### src/rtl/reg_dump_reader.sv
// Sequential register-file dumper: walks addresses lo..hi through one read port and
// streams (address, data) beats on a valid/ready channel. Define REG_DUMP_CHECKSUM_EN to build the checksum adder.
module reg_dump_reader #(
  parameter int n = 5,
  parameter int m = 32
) (
  input  logic         clk,
  input  logic         rst_n,
  input  logic         start,
  input  logic [n-1:0] lo,
  input  logic [n-1:0] hi,
  output logic [n-1:0] A1,
  input  logic [m-1:0] RD1,
  output logic [n-1:0] dout_addr,
  output logic [m-1:0] dout,
  output logic         dout_valid,
  input  logic         dout_ready,
  output logic         busy,
  output logic         done,
  output logic [m-1:0] checksum
);

  typedef enum logic [1:0] {IDLE, READ, HOLD, DONE} state_t;

  state_t       state;
  logic [n-1:0] addr;
  logic [n-1:0] end_addr;
  logic         fire;
  logic         accept;

  assign A1         = addr;
  assign dout_valid = (state == HOLD);
  assign fire       = dout_valid & dout_ready;
  assign accept     = (state == IDLE) & start;

  always_ff @(posedge clk) begin
    if (!rst_n) begin
      state     <= IDLE;
      addr      <= '0;
      end_addr  <= '0;
      dout      <= '0;
      dout_addr <= '0;
      busy      <= 1'b0;
      done      <= 1'b0;
    end else begin
      case (state)
        IDLE: begin
          done <= 1'b0;
          if (start) begin
            addr     <= lo;
            end_addr <= hi;
            busy     <= 1'b1;
            if (lo <= hi) begin
              state <= READ;
            end else begin
              state <= DONE;
              done  <= 1'b1;
            end
          end
        end
        READ: begin
          dout      <= RD1;
          dout_addr <= addr;
          state     <= HOLD;
        end
        HOLD: begin
          // Compare before increment so hi = 2^n-1 never wraps addr back to 0.
          if (fire) begin
            if (addr == end_addr) begin
              state <= DONE;
              done  <= 1'b1;
            end else begin
              addr  <= addr + n'(1);
              state <= READ;
            end
          end
        end
        DONE: begin
          done  <= 1'b0;
          busy  <= 1'b0;
          state <= IDLE;
        end
        default: state <= IDLE;
      endcase
    end
  end

`ifdef REG_DUMP_CHECKSUM_EN
  logic [m-1:0] sum;

  always_ff @(posedge clk) begin
    if (!rst_n) begin
      sum <= '0;
    end else if (accept) begin
      sum <= '0;
    end else if (fire) begin
      sum <= sum + dout;
    end
  end

  assign checksum = sum;
`else
  assign checksum = '0;
`endif

endmodule

### config.mk
export PLATFORM = sky130hd
export DESIGN_NAME = reg_dump_reader
export DESIGN_NICKNAME = d
export VERILOG_FILES = /design/src/rtl/reg_dump_reader.sv
export SDC_FILE = /design/constraint.sdc
export NUM_CORES = 1
export LEC_CHECK = 0
export BUFFER_PORTS_ARGS = -buffer_cell sky130_fd_sc_hd__buf_2
export CAP_MARGIN = 40
export CORE_MARGIN = 2
export CORE_UTILIZATION = 49
export DETAILED_ROUTE_END_ITERATION = 10
export GPL_ROUTABILITY_DRIVEN = 1
export PLACE_DENSITY_LB_ADDON = 0.05
export SYNTH_ARGS = -nofsm -noshare
export SYNTH_HDL_FRONTEND = slang
export SYNTH_SLANG_ARGS = --single-unit
### constraint.sdc
create_clock -name clk -period 4.6 [get_ports clk]
set_input_delay 0.69 -clock clk [delete_from_list [all_inputs] [get_ports clk]]
set_output_delay 0.69 -clock clk [all_outputs]
set_load 0.005 [all_outputs]
==> impl_metrics.py, run 1 <==
metrics = {
    "status": {
        "status": "finished, final reports clean",
    },
    "clocking": {
        "post_cts_buffers": 0,
        "root_buffer": "clkbuf_8",
        "clockBufferDepth": 2,
        "cts.sinks": 51,
        "cts_tree": "done",
        "cts_resized": 0,
        "clk_latency_ns": 0.31,
        "cts_hold_repair.buffers": 0,
        "cts.clk_slew.worst_paths_ns": 0.11,
        "cts-htree-levels": 2,
        "numCtsBuffers": 5,
    },
    "floorplanning": {
        "start_util": 0.508,
        "floorplan.rows": 25,
        "die_h_um": 73.7,
        "dieArea_sq_um": 5440,
        "num_io_pins": 123,
        "die_x_um": 73.7,
        "core_area_sq_um": 4690,
    },
    "yosys": {
        "ys_top_cells_by_count": "90 x nand2_1, 51 x dfxtp_1, 49 x a21oi_1",
        "synth_top_area_share": 0.428,
        "ys_ff_latch": 51,
        "synth-simple-area-share": 0.187,
        "synth.most_common_cell": "nand2_1",
        "ys.warnings.count": 0,
        "synth_seq_area_share": 0.428,
        "synth-xor-area-share": 0.0184,
        "synth_edf_count": 0,
        "synthFlopType": "dfxtp_1",
        "syn_avg_cell_area_sq_um": 7.92,
        "synth_top_area_cell": "dfxtp_1",
        "syn_inst": 301,
        "synth_compound_area_frac": 0.184,
        "synth-adder-area-share": 0.0315,
        "syn_area_sq_um": 2380,
        "synthTopCellsByArea": "dfxtp_1 43%, nand2_1 14%, a21oi_1 10%, buf_4 10%, ha_1 3.1%",
        "yosysUniqueCellTypes": 35,
        "synth_top_family_by_area": "simple AND/OR/NAND/NOR gates",
        "async_reset_ff_frac": 0,
        "synth_mux_area_frac": 0,
    },
    "layout": {
        "drive_above_1_share": 0.283,
        "antennaDiodeCount": 0,
        "design_area_sq_um": 2820,
        "seq_area_sq_um": 1020,
        "final_cells": 439,
        "finalNetCount": 436,
        "fill_cells": 463,
        "area_delta_synth_final_pct": 18.4,
        "multi_input_area_sq_um": 1130,
    },
    "grt": {
        "grt_overflow": 0,
        "grt_max_degree": 38,
        "grt_pass1_vias": 1794,
        "grt_usage": 0.188,
        "antenna_found_initial": 0,
        "grt_pass1_wl_mm": 7.99,
    },
    "timing": {
        "tightest_slew_ns": 0.683,
        "finalHoldViolCount": 0,
        "final-max-slew-violation-count": 0,
        "period_minus_slack_ns": 2.25,
        "clock_skew_ns": 0.0107,
        "relSlewSlack": 0.543,
        "max_freq_ghz": 0.445,
        "tns_ns": 0,
        "setup_viol": 0,
        "rsz0062_at_grt": "false",
        "fin_crit_sh": 0.489,
    },
    "setup_path": {
        "worstRegToRegCells": 4,
        "criticalPathCategory": "reg2out",
        "cp_max_fo": 15,
        "timing.rr.start": "state[0]",
        "required_ns": 3.91,
        "crit_end": "dout_valid",
        "worst_setup_path_end_kind": "primary output",
        "crit_start": "state[0]",
        "startpoint_type": "register",
        "arrival_ns": 1.56,
        "r2r_setup_slack_ns": 2.62,
        "rr_endpoint": "dout[4]",
    },
    "detailed_routing": {
        "wl_per_cell_um": 11.8,
        "route.detailed.drc": 0,
        "vias": 2109,
        "wl_mm": 5.20,
        "drtPass1Iterations": 5,
        "vias_per_cell": 4.80,
        "drt_iter0_markers": 72,
        "ant_nets": 0,
    },
    "power": {
        "p_leak_nw": 1.36,
        "ir_drop_mv": 0.179,
        "p_per_area_nw_per_um2": 358,
    },
    "placed_design": {
        "placed_cells": 431,
        "gp_congestion": 0.816,
        "place_area_sq_um": 2730,
        "io_buffers": 90,
        "dp_hpwl_mm": 3.68,
    },
    "min_path": {
        "hold_class": "reg2reg",
        "holdCritStartpoint": "dout[1]",
    },
    "run": {
        "timing.max_cap.violations": 0,
    },
}
cell families after synthesis:
| logic type | after synthesis |
|---|---|
| compound gates | 73 |
| buf+inv | 58 |
| flops | 51 |
| fa+ha+maj | 6 |
| other cells | 1 |
| simple gates | 107 |
| xor+xnor | 5 |
how the worst min path moves through the flow:
stage	slack, ns	to	cells after the start
floorplan	0.45	dout[0]	2
global placement	0.44	dout[19]	2
detailed placement	0.44	dout[14]	2
CTS	0.46	dout[14]	2
global route	0.47	dout[2]	2
finish	0.46	dout[1]	2
cell type report:
cell class / instances / share of cell area
inverters: 10 / 0.0133
clock buffers: 5 / 0.0244
multi-input cells: 223 / 0.399
flip-flops and latches: 51 / 0.362
repair buffers: 93 / 0.168
clock inverters: 3 / 0.00976
well taps: 54 / 0.0239
layer usage:
metal,share of wire,vias up,track usage
met5,0,-,0
met4,0.010,0,0.0545
met3,0.054,6,0.0494
met2,0.47,70,0.311
met1,0.47,944,0.242
li1,-,1089,-
power breakdown:
part	internal (mW)	switching, mW	total [mW]	leakage [nW]
sequential	0.478	0.0365	0.515	0.416
clock	0.113	0.162	0.275	0.0467
combinational	0.0965	0.125	0.221	0.899
critical path, stage by stage, from the launching register on:
cell,delay (ns)
dfxtp_1,0.65
nand2b_1,0.32
inv_1,0.12
buf_2,0.14
cell usage in the layout (no fill, tap or decap), types with 3 or more instances in the layout:
| cell type | netlist | final |
|---|---|---|
| conb_1 | 1 | 32 |
| a21oi_1 | 49 | 49 |
| buf_4 | 32 | 3 |
| dfxtp_1 | 51 | 51 |
| inv_1 | 10 | 10 |
| ha_1 | 6 | 6 |
| nand3_1 | 5 | 5 |
| nand2_1 | 90 | 90 |
| clkbuf_8 | 0 | 5 |
| nor2_1 | 4 | 4 |
| xor2_1 | 3 | 3 |
| o31ai_1 | 3 | 3 |
| o21ai_0 | 7 | 7 |
| buf_2 | 1 | 90 |
registers in the layout, indices dropped and copies added, names as in the netlist:
name / cells
A1: 5
busy: 1
done: 1
dout: 32
dout_addr: 5
end_addr: 5
state: 2
stage by stage:
step	total power, mW	utilization	hold WS, ns	setup WS [ns]
final	1.01	0.601	0.456	2.35
after global routing	1.07	0.601	0.475	2.20
after global placement	0.744	0.581	0.439	2.41
after detailed placement	0.747	0.581	0.443	2.42
after floorplan	0.686	-	0.453	2.69
after CTS	1.02	0.601	0.457	2.34
Power figures use the tool's default switching activity.
==> inputs of run 2 (changes only) <==
--- a/config.mk
+++ b/config.mk
@@ -8,7 +8,7 @@
 export BUFFER_PORTS_ARGS = -buffer_cell sky130_fd_sc_hd__buf_2
 export CAP_MARGIN = 40
 export CORE_MARGIN = 2
-export CORE_UTILIZATION = 49
+export CORE_UTILIZATION = 41
 export DETAILED_ROUTE_END_ITERATION = 10
 export GPL_ROUTABILITY_DRIVEN = 1
 export PLACE_DENSITY_LB_ADDON = 0.05
==> constraint.sdc (replaced) <==
create_clock -name clk -period 1.9 [get_ports clk]
set_input_delay 0.285 -clock clk [delete_from_list [all_inputs] [get_ports clk]]
set_output_delay 0.285 -clock clk [all_outputs]
set_load 0.005 [all_outputs]
==> run 2 against run 1 <==
Power rose by 150%. Die area up 18%. Clock-buffer cell count grew 2. First-iteration DRC count unchanged. Utilization fell by 7.8 points. Non-clock buffer count grew 7. Sequential share of layout area fell by 1.2 points. Worst hold slack lost 0.24 ns. Sequential cell count did not move. Via count up 0.19%. Design area is 3.4% higher. Cell count rose by 5.7%. Highest routed layer unchanged.
==> impl_metrics.py, run 2 (synthesis gave the netlist of run 1 again) <==
metrics = {
    "grt": {
        "grt_pass1_vias": 1920,
        "grt_overflow": 0,
        "grt_max_degree": 38,
        "grt_usage": 0.176,
        "grt_pass1_wl_mm": 8.94,
        "antenna_found_initial": 0,
    },
    "detailed_routing": {
        "ant_nets": 0,
        "vias": 2113,
        "route.detailed.drc": 0,
        "drtPass1Iterations": 4,
        "vias_per_cell": 4.55,
        "wl_per_cell_um": 11.9,
        "wl_mm": 5.51,
        "drt_iter0_markers": 72,
    },
    "setup_path": {
        "required_ns": 1.62,
        "worstRegToRegCells": 6,
        "worst_setup_path_end_kind": "primary output",
        "critPathMaxStageDelay_ns": 0.45,
        "startpoint_type": "register",
        "crit_chain": "buf_4 > nand2b_1 > inv_1 > buf_2",
        "cp_max_fo": 8,
        "criticalPathCategory": "reg2out",
        "arrival_ns": 1.42,
        "cp_slowest_cell": "dfxtp_1",
    },
    "timing": {
        "max_freq_ghz": 0.586,
        "fin_crit_sh": 0.899,
        "finalHoldViolCount": 0,
        "period_minus_slack_ns": 1.71,
        "clock_skew_ns": 0.00320,
        "hold-worst-slack_ns": 0.214,
        "tns_ns": 0,
        "rsz0062_at_grt": "false",
        "final-max-slew-violation-count": 0,
        "setup_viol": 0,
        "worst_slack_ns": 0.193,
    },
    "floorplanning": {
        "start_util": 0.428,
        "num_io_pins": 123,
        "dieArea_sq_um": 6440,
        "core_area_sq_um": 5570,
        "die_h_um": 80.2,
        "die_x_um": 80.2,
        "floorplan.rows": 27,
    },
    "placed_design": {
        "io_buffers": 90,
        "dp_hpwl_mm": 4.13,
        "dp_slack_ns": 0.277,
        "gp_congestion": 0.786,
        "place_area_sq_um": 2810,
    },
    "layout": {
        "largest_reg_flops": 32,
        "drive_above_1_share": 0.296,
        "area_delta_synth_final_pct": 22.4,
        "max_flop_register": "dout",
        "utilization": 0.523,
        "mostFrequentLayoutCells": "90 x nand2_1, 90 x buf_2, 51 x dfxtp_1, 49 x a21oi_1, 32 x conb_1",
        "finalNetCount": 443,
        "design_area_sq_um": 2920,
        "antennaDiodeCount": 0,
    },
    "clocking": {
        "root_buffer": "clkbuf_8",
        "cts_tree": "done",
        "cts_hold_repair.buffers": 0,
        "cts.sinks": 51,
        "post_cts_buffers": 0,
        "cts-htree-levels": 2,
        "numCtsBuffers": 5,
        "cts_resized": 0,
        "clk_latency_ns": 0.29,
        "clockBufferDepth": 2,
        "cts.clk_slew.worst_paths_ns": 0.09,
    },
    "status": {
        "status": "finished, final reports clean",
    },
    "power": {
        "ir_drop_mv": 0.514,
        "p_leak_nw": 1.41,
        "p_per_area_nw_per_um2": 859,
    },
    "min_path": {
        "hold_class": "in2reg",
        "hold_path_depth": 3,
    },
    "run": {
        "timing.max_cap.violations": 0,
    },
}
run 2: cell count changes in the layout (fill, tap and decap cells not counted):
cell / change
buf_4: +6
inv_6: -1
buf_12: +1
clkbuf_8: +2
inv_8: -1
run 2: worst max-delay path: cells and delay by family (launching register included):
kind / cells / cell delay, ns
simple gates: 1 / 0.18
buf+inv: 3 / 0.51
flops: 1 / 0.45
run 2: report_power, final:
group,leakage [nW],switching (mW),total (mW),internal [mW]
Sequential,0.416,0.0659,1.22,1.16
Combinational,0.941,0.333,0.601,0.267
Clock,0.0505,0.350,0.682,0.332
run 2: cell type report:
type                    instances  area, sq um
flip-flops and latches         51         1020
clock buffers                   7         96.3
well taps                      72         90.1
inverters                      10         37.5
clock inverters                 1         7.51
fillers                       595         2660
multi-input cells             223         1130
repair buffers                100          538
run 2: path summary, 6_finish.rpt:
kind	end	from	slack [ns]
max	dout_valid	state[1]	0.19
min	dout[22]	RD1[22]	0.21
min reg2reg	dout[23]	dout[23]	0.45
max reg2reg	A1[2]	A1[0]	0.25
run 2: metal layers:
layer / GRT usage / wire (um) / up-vias / share of wire
li1: - / - / 1101 / -
met1: 0.232 / 2490 / 928 / 0.45
met2: 0.286 / 2600 / 75 / 0.47
met3: 0.0416 / 353 / 9 / 0.064
met4: 0.0525 / 68 / 0 / 0.012
met5: 0 / 0 / - / 0
run 2: stage by stage:
step	cells	power (mW)
finish	464	2.51
global route	464	2.67
CTS	464	2.55
detailed placement	456	1.86
global placement	456	1.85
floorplan	332	1.66
